<file path="src/rtl/ps2_host_tx.sv">
// ps2_host_tx: PS/2 host-to-device command transmitter using the request-to-send sequence
// Ports: CLK/RST (sync, active high); tx_data/tx_start command request; tx_busy/tx_done/tx_ack status;
//        PS2_CLK_IN/PS2_DATA_IN raw line levels; PS2_CLK_DRV_LOW/PS2_DATA_DRV_LOW open-drain pull-downs.
module ps2_host_tx #(
  parameter int INHIBIT_CYCLES   = 12000,
  parameter int REQ_SETUP_CYCLES = 100,
  parameter int TIMEOUT_CYCLES   = 2000000,
  parameter int FILTER_LEN       = 8
) (
  input  logic       CLK,
  input  logic       RST,
  input  logic [7:0] tx_data,
  input  logic       tx_start,
  output logic       tx_busy,
  output logic       tx_done,
  output logic       tx_ack,
  input  logic       PS2_CLK_IN,
  input  logic       PS2_DATA_IN,
  output logic       PS2_CLK_DRV_LOW,
  output logic       PS2_DATA_DRV_LOW
);
  localparam int CW = $clog2((INHIBIT_CYCLES > REQ_SETUP_CYCLES ? INHIBIT_CYCLES : REQ_SETUP_CYCLES) + 1);
  localparam int TW = $clog2(TIMEOUT_CYCLES + 1);
  localparam int FW = $clog2(FILTER_LEN + 1);
  typedef enum logic [2:0] {IDLE, INHIBIT, REQ, SEND, ACK, WAIT_IDLE, DONE} stateT;
  stateT         state;
  logic          clkS1, clkS2, dataS1, dataS2, clkFilt, fallEdge, ackBit, timedOut;
  logic [FW-1:0] filtCnt;
  logic [CW-1:0] cnt;
  logic [TW-1:0] toCnt;
  logic [9:0]    shiftReg;
  logic [3:0]    bitCnt;
  // the timeout window only covers the part of the transfer clocked by the device
  assign timedOut = (state inside {SEND, ACK, WAIT_IDLE}) && toCnt == TW'(TIMEOUT_CYCLES - 1);
  // line synchronizers and clock deglitch filter; idle lines read as high
  always_ff @(posedge CLK) begin
    if (RST) begin
      {clkS1, clkS2, dataS1, dataS2, clkFilt} <= '1;
      filtCnt <= '0;
      fallEdge <= 1'b0;
    end else begin
      {clkS1, clkS2, dataS1, dataS2} <= {PS2_CLK_IN, clkS1, PS2_DATA_IN, dataS1};
      fallEdge <= clkFilt && !clkS2 && filtCnt == FW'(FILTER_LEN - 1);
      if (clkS2 == clkFilt) filtCnt <= '0;
      else if (filtCnt == FW'(FILTER_LEN - 1)) begin
        clkFilt <= clkS2;
        filtCnt <= '0;
      end else filtCnt <= filtCnt + 1'b1;
    end
  end
  always_ff @(posedge CLK) begin
    if (RST) begin
      state <= IDLE;
      cnt <= '0;
      toCnt <= '0;
      shiftReg <= '0;
      bitCnt <= '0;
      ackBit <= 1'b0;
      tx_busy <= 1'b0;
      tx_done <= 1'b0;
      tx_ack <= 1'b0;
      PS2_CLK_DRV_LOW <= 1'b0;
      PS2_DATA_DRV_LOW <= 1'b0;
    end else begin
      tx_done <= 1'b0;
      toCnt <= (state inside {SEND, ACK, WAIT_IDLE}) ? toCnt + 1'b1 : '0;
      if (timedOut) begin
        PS2_CLK_DRV_LOW <= 1'b0;
        PS2_DATA_DRV_LOW <= 1'b0;
        tx_done <= 1'b1;
        tx_ack <= 1'b0;
        state <= DONE;
      end else begin
        case (state)
          IDLE: if (tx_start) begin
            // frame shifted out LSB first: data, odd parity, stop
            shiftReg <= {1'b1, ~^tx_data, tx_data};
            tx_busy <= 1'b1;
            PS2_CLK_DRV_LOW <= 1'b1;
            cnt <= '0;
            state <= INHIBIT;
          end
          INHIBIT: if (cnt == CW'(INHIBIT_CYCLES)) begin
            PS2_DATA_DRV_LOW <= 1'b1;
            cnt <= '0;
            state <= REQ;
          end else cnt <= cnt + 1'b1;
          REQ: if (cnt == CW'(REQ_SETUP_CYCLES)) begin
            PS2_CLK_DRV_LOW <= 1'b0;
            bitCnt <= '0;
            state <= SEND;
          end else cnt <= cnt + 1'b1;
          SEND: if (fallEdge) begin
            PS2_DATA_DRV_LOW <= ~shiftReg[0];
            shiftReg <= {1'b1, shiftReg[9:1]};
            bitCnt <= bitCnt + 1'b1;
            if (bitCnt == 4'd9) state <= ACK;
          end
          ACK: if (fallEdge) begin
            ackBit <= ~dataS2;
            state <= WAIT_IDLE;
          end
          WAIT_IDLE: if (clkFilt && dataS2) begin
            tx_done <= 1'b1;
            tx_ack <= ackBit;
            state <= DONE;
          end
          DONE: begin
            tx_busy <= 1'b0;
            tx_ack <= 1'b0;
            state <= IDLE;
          end
          default: state <= IDLE;
        endcase
      end
    end
  end
endmodule

</file>
<file path="config.mk">
export PLATFORM = sky130hd
export DESIGN_NAME = ps2_host_tx
export DESIGN_NICKNAME = d
export VERILOG_FILES = /design/src/rtl/ps2_host_tx.sv
export SDC_FILE = /design/constraint.sdc
export NUM_CORES = 1
export LEC_CHECK = 0
export ABC_AREA = 1
export CAP_MARGIN = 0
export CORE_ASPECT_RATIO = 1.2
export CORE_MARGIN = 3
export CORE_UTILIZATION = 55
export CTS_BUF_LIST = sky130_fd_sc_hd__clkbuf_4 sky130_fd_sc_hd__clkbuf_8
export DETAILED_ROUTE_END_ITERATION = 7
export PLACE_DENSITY = 0.74
export SYNTH_ARGS = -nofsm -noshare
export SYNTH_HDL_FRONTEND = slang
export SYNTH_SLANG_ARGS = --single-unit
</file>
<file path="constraint.sdc">
create_clock -name CLK -period 3.35 [get_ports CLK]
set_clock_uncertainty 0.05 [all_clocks]
set_input_delay 0.8375 -clock CLK [delete_from_list [all_inputs] [get_ports CLK]]
set_output_delay 0.8375 -clock CLK [all_outputs]
set_load 0.02 [all_outputs]
</file>
Yosys cells after proc, flatten, opt, wreduce, memory -nomap -nowiden
Cells that the tools add are included.
{"block": "word_totals", "output_inout_bits": 5, "input_bits": 13, "regBits": 68, "n_memories": 0, "elab_cells": 115, "mem_bits_ro": 0, "mem_bits_rw": 0, "latch_bits": 0}
{"block": "op_classes", "n_mux": 31, "eq_ne": 27, "order_cmp": 0, "reduce_logical": 29, "addsub": 4, "n_shift": 0, "div": 0, "mul": 0, "n_bitwise": 5}
{"operator": "$mux 14", "n": 3}
{"operator": "$pmux 14 s3", "n": 1}
{"operator": "$mux 3", "n": 8}
{"operator": "$add 21x1->21 const B", "n": 1}
{"operator": "$eq 21x21->1 const B", "n": 1}
{"operator": "$mux 10", "n": 2}
{"operator": "$pmux 10 s2", "n": 1}
{"operator": "$pmux 3 s6", "n": 1}
{"operator": "$ne 3x3->1 const B", "n": 5}
{"operator": "$add 14x1->14 const B", "n": 1}
{"operator": "$eq 14x14->1 const B", "n": 1}
{"operator": "$eq 14x7->1 const B", "n": 1}
{"operator": "$reduce_and 7->1", "n": 2}
{"operator": "$ne 2x2->1 const B", "n": 6}
{"operator": "$reduce_and 3->1", "n": 4}
{"operator": "$reduce_and 4->1", "n": 3}
{"operator": "$reduce_bool 2->1", "n": 6}
{"operator": "$eq 3x3->1 const B", "n": 3}
{"operator": "$add 4x1->4 const B", "n": 2}
{"operator": "$mux 1", "n": 8}
{"operator": "$mux 4", "n": 2}
{"operator": "$pmux 1 s2", "n": 4}
{"operator": "$pmux 4 s2", "n": 1}
{"operator": "$reduce_xnor 8->1", "n": 1}
{"operator": "15 further kinds", "n": 28}

Depth between registers and ports, before layout
{"block": "logic_depth", "word_depth": 5, "ltp_mapped": 14, "depth_no_buf": 14}

Least setup slack after synthesis
Ideal clock, no wire load.
{"block": "synth_timing", "kind": "input-to-reg", "start": "in tx_start", "end": "reg cnt[3]", "setup_ps": 70, "t_required_ps": 3230, "slack_ps": 1652, "n_path_buf": 1, "t_arrival_ps": 1578, "cell_stages": 6, "path_cell_list": "nor2_2 -> inv_1 -> nand3_2 -> buf_6 -> nand2_1 -> a21oi_1"}
{"block": "synth_via", "elab_chain_len": 2}
{"element": "from (decl)", "line": "13", "text": "input logic tx_start,"}
{"element": "$ne 2x2->1 (no source line)"}
{"element": "$reduce_and 4->1 (no source line)"}
{"element": "to (signal assigned)", "line": "87", "text": "end else cnt <= cnt + 1'b1;"}
{"element": "to (signal assigned)", "line": "92", "text": "end else cnt <= cnt + 1'b1;"}
{"element": "to (decl)", "line": "29", "text": "logic [CW-1:0] cnt;"}
No other way between the ends.
A chain may end at the register's enable or synchronous reset.

Final worst setup path
{"block": "layout_timing", "start": "reg state[2]", "end": "reg cnt[1]"}
{"block": "layout_via", "elab_chain_len": 5, "word_cells_on_any_way": 14, "cone_classes": "eq/ne (7); mux (1); bitwise (1); reduce/logical (5)"}
{"element": "from (decl)", "line": "26", "text": "stateT state;"}
{"element": "from (signal assigned)", "line": "53", "text": "state <= IDLE;"}
{"element": "from (signal assigned)", "line": "72", "text": "state <= DONE;"}
{"element": "from (signal assigned)", "line": "81", "text": "state <= INHIBIT;"}
{"element": "$eq 3x2->1 or $eq 3x3->1 (tied branches)", "line": "34", "text": "assign timedOut = (state inside {SEND, ACK, WAIT_IDLE}) && toCnt == TW'(TIMEOUT_CYCLES - 1);"}
{"element": "$reduce_bool 3->1", "line": "34"}
{"element": "$logic_and 1x1->1", "line": "34"}
{"element": "$not 1->1 (no source line)"}
{"element": "$reduce_and 4->1 (no source line)"}
Parallel ways exist; a longest one is shown, timed or not.

==> results.cfg <==
[clocking]
tritoncts = yes
post_cts_buffers = 0
cts_made_buffers = 9
post_cts_resized = 0
cts_max_level = 3
clk_path_buf_depth = 2
hold_buffers = 0
clk_latency_ns = 0.35
clk_pin_slew_ns = 0.07
clkSinkCount = 68
cts-root-buf = clkbuf_8

[final_layout]
layout-drive-gt1-share_pct = 7.619
post-route-util_pct = 64.40
final_nets = 645
fillers = 672
ff_latch_area_sq_mm = 0.001361
design_area_sq_mm = 0.004280
diodes = 0
multi_input_area_sq_mm = 0.002203
syn_to_final_growth_pct = 10.21

[timing]
worstMarginPinSlew_ns = 0.4963
fin_crit_sh_pct = 67.72
final.setup.tns_ns = 0
slew_viol_final = 0
setup_viol = 0
relSlewSlack_pct = 66.81
final_hold_viol_count = 0
rsz0062_at_grt = false
max_freq_mhz = 440.8
period_minus_slack_ns = 2.269

[floorplan]
die_w_microns = 82.71
start_util_pct = 58.43
core-area_sq_mm = 0.006646
die_h_microns = 98.05
io_pins = 18
rows = 32
die-area_sq_mm = 0.008110

[routing]
via_per_inst = 5.218
drt_pass1_iterations = 4
wl_met3_microns = 344
wire_per_inst_microns = 11.94
met1_length_microns = 3922
drtAntennaViolNets = 0
vias = 3731
drc = 0
drt_iter0_markers = 183
drt_wl_total_microns = 8536
wl_met2_microns = 4126
dr.max_layer_used = met4

[yosys]
synthTopCellsByCount = nand2_1, nor2_1, dfxtp_1, inv_1, a21oi_1
yosys.area.top_type = dfxtp_1
synth_most_common_cell = nand2_1
async_reset_ff_share_pct = 0
synth_nets = 627
syn_area_sq_mm = 0.003884
synth.distinct_cells = 36
synth.top_cell.area_share_pct = 35.05
synth.avg_cell_area_sq_um = 6.398
ys_warn_count = 0
synth-edff-count = 0
syn_inst = 607
seq_area_frac_synth_pct = 35.05
yosys_register_bits = 68
synth_area_leaders = dfxtp_1, nand2_1, nor2_1
synthFlopType = dfxtp_1

[power]
combPwrFrac_pct = 31.9
power_frac_seq_pct = 41.7
pwr-share-clk_pct = 26.4
powerDensity_mw_per_mm2 = 534.1
p_sw_uw = 855.7
peakVddDrop_uv = 344.9
p_leak_nw = 1.716
switching_share_pct = 37.43
p_int_mw = 1.431

[worst_setup_path]
crit_type = register to register
cp.required_ns = 3.52
critical_path.max_fanout = 16
cp.arrival_ns = 2.44
crit_path_max_incr_delay_ns = 0.42
r2r_slack_ns = 1.08
crit_family = simple AND/OR/NAND/NOR gates
cp_slowest_cell = dfxtp_1
cp-start-kind = register
cp_cell_sequence = inv_2 -> nand3_2 -> nand2_2 -> nor2_4 -> inv_2 -> nand2_2 -> nand3_2 -> o21ai_0 -> nor2_1
critical_path_buf_inv_count = 2
critPathCaptureType = register

[global_routing]
grt_max_degree = 23
grt_pass1_wl_microns = 14630
grt_pass1_vias = 3397
grt_overflow = 0
grt_usage_pct = 22.75
antenna_found_initial = 0

[place]
dpl-instance-area_sq_mm = 0.004104
hpwlAfterDp_microns = 6361
io_buffers = 17
place_congestion = 0.8593

[job]
maxCapViolations = 0

[run_status]
status = completed

[worst_hold_path]
min_path_type = register to register
power groups by stage:
stage | clock [mW] | sequential (mW) | combinational, mW
after global placement | 0 | 0.970 | 0.718
after global routing | 0.658 | 0.965 | 0.830
after CTS | 0.624 | 0.953 | 0.733
final | 0.603 | 0.954 | 0.730
after detailed placement | 0 | 0.971 | 0.729
after floorplan | 0 | 0.974 | 0.572
layer usage:
metal  vias to the layer above  track usage, %
met3                        10           3.321
met1                      1675           29.81
met5                         -               0
met4                         0           10.69
met2                        69           36.23
li1                       1977               -
worst paths after layout:
| check | start | to | depth (start not counted) |
|---|---|---|---|
| min reg2reg | dataS1 | dataS2 | 1 |
| min | dataS1 | dataS2 | 1 |
| max reg2reg | state[2] | cnt[1] | 9 |
| max | state[2] | cnt[1] | 9 |
kinds of logic after synthesis:
kind of cell	share of synthesized area, %
and+or+nand+nor	41.27
AOI/OAI and AO/OA	9.826
DFF	35.05
xor gates and xnor gates	3.383
adders and majority gates	2.255
buffers and inverters	8.215
through the flow:
step | power (mW) | hold slack (ns) | worst slack, ns | instances
floorplan | 1.545 | 0.3395 | 1.652 | 607
global placement | 1.687 | 0.3428 | 0.8144 | 699
detailed placement | 1.700 | 0.3485 | 0.8042 | 699
CTS | 2.310 | 0.3655 | 1.069 | 715
global route | 2.454 | 0.3719 | 0.8082 | 715
finish | 2.286 | 0.3659 | 1.081 | 715
cell type report:
cell class,count,area share (%)
inverters,64,5.612
well taps,85,2.485
clock inverters,6,0.9062
clock buffers,10,3.215
repair buffers,20,4.502
multi-input cells,462,51.48
flip-flops and latches,68,31.80
placed cells by master, fill, tap and decap left out, types with 2 or more instances in the layout:
cell type	instances
nand2_1	180
nor2_1	88
dfxtp_1	68
inv_1	58
a21oi_1	46
nand3_1	44
clkdlybuf4s50_1	17
nor3_1	16
o21ai_0	12
nand4_1	10
or2_2	10
clkbuf_8	10
xor2_1	9
ha_1	7
xnor2_1	6
inv_2	5
nor2_2	4
nand2_2	4
nor2_4	3
nand3b_1	3
o211ai_1	3
clkinv_2	3
buf_4	3
nand3_2	2
o21bai_1	2
nor3b_1	2
nor4_1	2
clkinvlp_4	2
flip-flops by register name (all words and copies together), names as in the netlist:
| name | flops |
|---|---|
| toCnt | 21 |
| cnt | 14 |
| shiftReg | 10 |
| bitCnt | 4 |
| filtCnt | 4 |
| state | 3 |
| PS2_CLK_DRV_LOW | 1 |
| PS2_DATA_DRV_LOW | 1 |
| ackBit | 1 |
| clkFilt | 1 |
| clkS1 | 1 |
| clkS2 | 1 |
| dataS1 | 1 |
| dataS2 | 1 |
| fallEdge | 1 |
| tx_ack | 1 |
| tx_busy | 1 |
| tx_done | 1 |
Power figures use the tool's default switching activity.
==> edit, RTL diff (same flow settings) <==
Set the parameter `INHIBIT_CYCLES` to 6000 (it was 12000).
--- a/src/rtl/ps2_host_tx.sv
+++ b/src/rtl/ps2_host_tx.sv
@@ -4,3 +4,3 @@
 module ps2_host_tx #(
-  parameter int INHIBIT_CYCLES   = 12000,
+  parameter int INHIBIT_CYCLES   = 6000,
   parameter int REQ_SETUP_CYCLES = 100,
Function: no difference found for any inputs over 10 cycles, from zero or initial values and one cycle with RST high; that may be too few to reach the edited logic, so the function may still have changed.
==> edit against the original RTL <==
- wire length down 9.1%
- cell area down 5.4%
- area after synthesis down 6.7%
- sequential cell count down 1
- power up 5.2%
- utilization up 0.84 points
- worst setup slack worse by 86 ps
==> edit: results (changes against the original RTL) <==
\begin{tabular}{lr}
\hline
Metric & Value \\
\hline
\multicolumn{2}{l}{\textbf{Run status}} \\
\quad Result of the run & finished, final reports clean (unchanged) \\
\multicolumn{2}{l}{\textbf{Cells and area}} \\
\quad Final Instance Count excl. Fillers & 640 (was 715) \\
\quad Number of nets in the final layout & 573 (was 645) \\
\quad Biggest registers after layout & toCnt (21), cnt (13), shiftReg (10) (was toCnt (21), cnt (14), shiftReg (10)) \\
\multicolumn{2}{l}{\textbf{GRT}} \\
\quad All-layer global routing usage & 0.219 (was 0.228) \\
\quad Global-route wire length before repair & 13.1 mm (was 14.6 mm) \\
\quad Largest net degree at the start of global routing & 17 (was 23) \\
\quad Number of global-route vias before repair & 3,001 (was 3,397) \\
\multicolumn{2}{l}{\textbf{Setup path}} \\
\quad Slowest stage delay, CP & 550 ps (was 420 ps) \\
\quad Crit-path max FO & 12 (was 16) \\
\quad Data arrival time of the critical path & 2590 ps (was 2440 ps) \\
\quad Register-to-register path setup slack & 1000 ps (was 1080 ps) \\
\multicolumn{2}{l}{\textbf{Routing}} \\
\quad Vias per cell & 5.30 (was 5.22) \\
\quad WL per Instance & 12.1 um (was 11.9 um) \\
\quad Detailed Routing Iterations Pass 1 & 5 (was 4) \\
\multicolumn{2}{l}{\textbf{Logic synthesis}} \\
\quad Ranking of synthesized cells by instance count & nand2\_1, dfxtp\_1, nor2\_1 (was nand2\_1, nor2\_1, dfxtp\_1) \\
\quad Synthesized net count & 558 (was 627) \\
\quad Largest cells by area after synthesis & dfxtp\_1, nand2\_1, nor2\_1 (unchanged) \\
\quad Proportion of synthesized chip area in sequential cells & 0.370 (was 0.351) \\
\quad Synthesized netlist cell count & 538 (was 607) \\
\multicolumn{2}{l}{\textbf{Clock network}} \\
\quad Clock transition time at the flip-flop clock pins of the worst setup and hold paths & 90 ps (was 70 ps) \\
\multicolumn{2}{l}{\textbf{Timing}} \\
\quad Final hold slack & 372 ps (was 366 ps) \\
\quad Worst slew pin tran & 802 ps (was 496 ps) \\
\multicolumn{2}{l}{\textbf{Power}} \\
\quad Maximum vdd ir drop & 0.380 mV (was 0.345 mV) \\
\quad Internal Pwr Total & 0.00153 W (was 0.00143 W) \\
\quad Leakage power & 1.67 nW (was 1.72 nW) \\
\multicolumn{2}{l}{\textbf{Placement}} \\
\quad Routability congestion estimate & 0.891 (was 0.859) \\
\quad Placed Instances & 624 (was 699) \\
\hline
\end{tabular}
edit: final cells by class:
cell class	count	area, um^2
Fill cell	551	2160
Multi-Input combinational cell	397	1970
Sequential cell	67	1340
Inverter	60	225
Timing Repair Buffer	18	178
Clock buffer	9	124
Clock inverter	7	109
Tap cell	82	103
edit: per-layer routing:
layer | wire (um) | up-vias | track usage | part of all wire
li1 | - | 1752 | - | -
met1 | 3660 | 1541 | 0.282 | 0.47
met2 | 3640 | 83 | 0.356 | 0.47
met3 | 321 | 13 | 0.0363 | 0.041
met4 | 142 | 0 | 0.101 | 0.018
met5 | 0 | - | 0 | 0
edit: cells by family after synthesis:
family / synth area share
and+or+nand+nor: 0.376
xor gates and xnor gates: 0.0411
buffers and inverters: 0.0863
adders and majority gates: 0.0242
DFF: 0.370
AOI/OAI and AO/OA: 0.102
edit: through the flow:
stage / total power (W) / area, um^2
4_1_cts: 0.00241 / 4050
6_report: 0.00241 / 4050
3_3_place_gp: 0.00161 / 3820
3_5_place_dp: 0.00162 / 3820
2_1_floorplan: 0.00150 / 3620
5_1_grt: 0.00255 / 4050
edit: final timing paths:
kind,to,cells after the start
setup reg to reg,shiftReg[4],8
hold reg to reg,clkS2,1
hold / removal,clkS2,1
setup / recovery,shiftReg[4],8
edit: power by group through the flow:
stage	Sequential, W	Combinational (W)	Clock (W)
after floorplan	0.000953	0.000546	0
after global placement	0.000975	0.000637	0
after detailed placement	0.000975	0.000649	0
after CTS	0.000957	0.000653	0.000798
after global routing	0.000971	0.000737	0.000839
final	0.000960	0.000656	0.000790
edit: critical path, delay by kind of cell (launching register included):
kind / cells / cell delay, ps
flip-flops: 1 / 550
AO/OA/AOI/OAI: 1 / 120
AND/OR/NAND/NOR: 5 / 940
buffers and inverters: 2 / 620
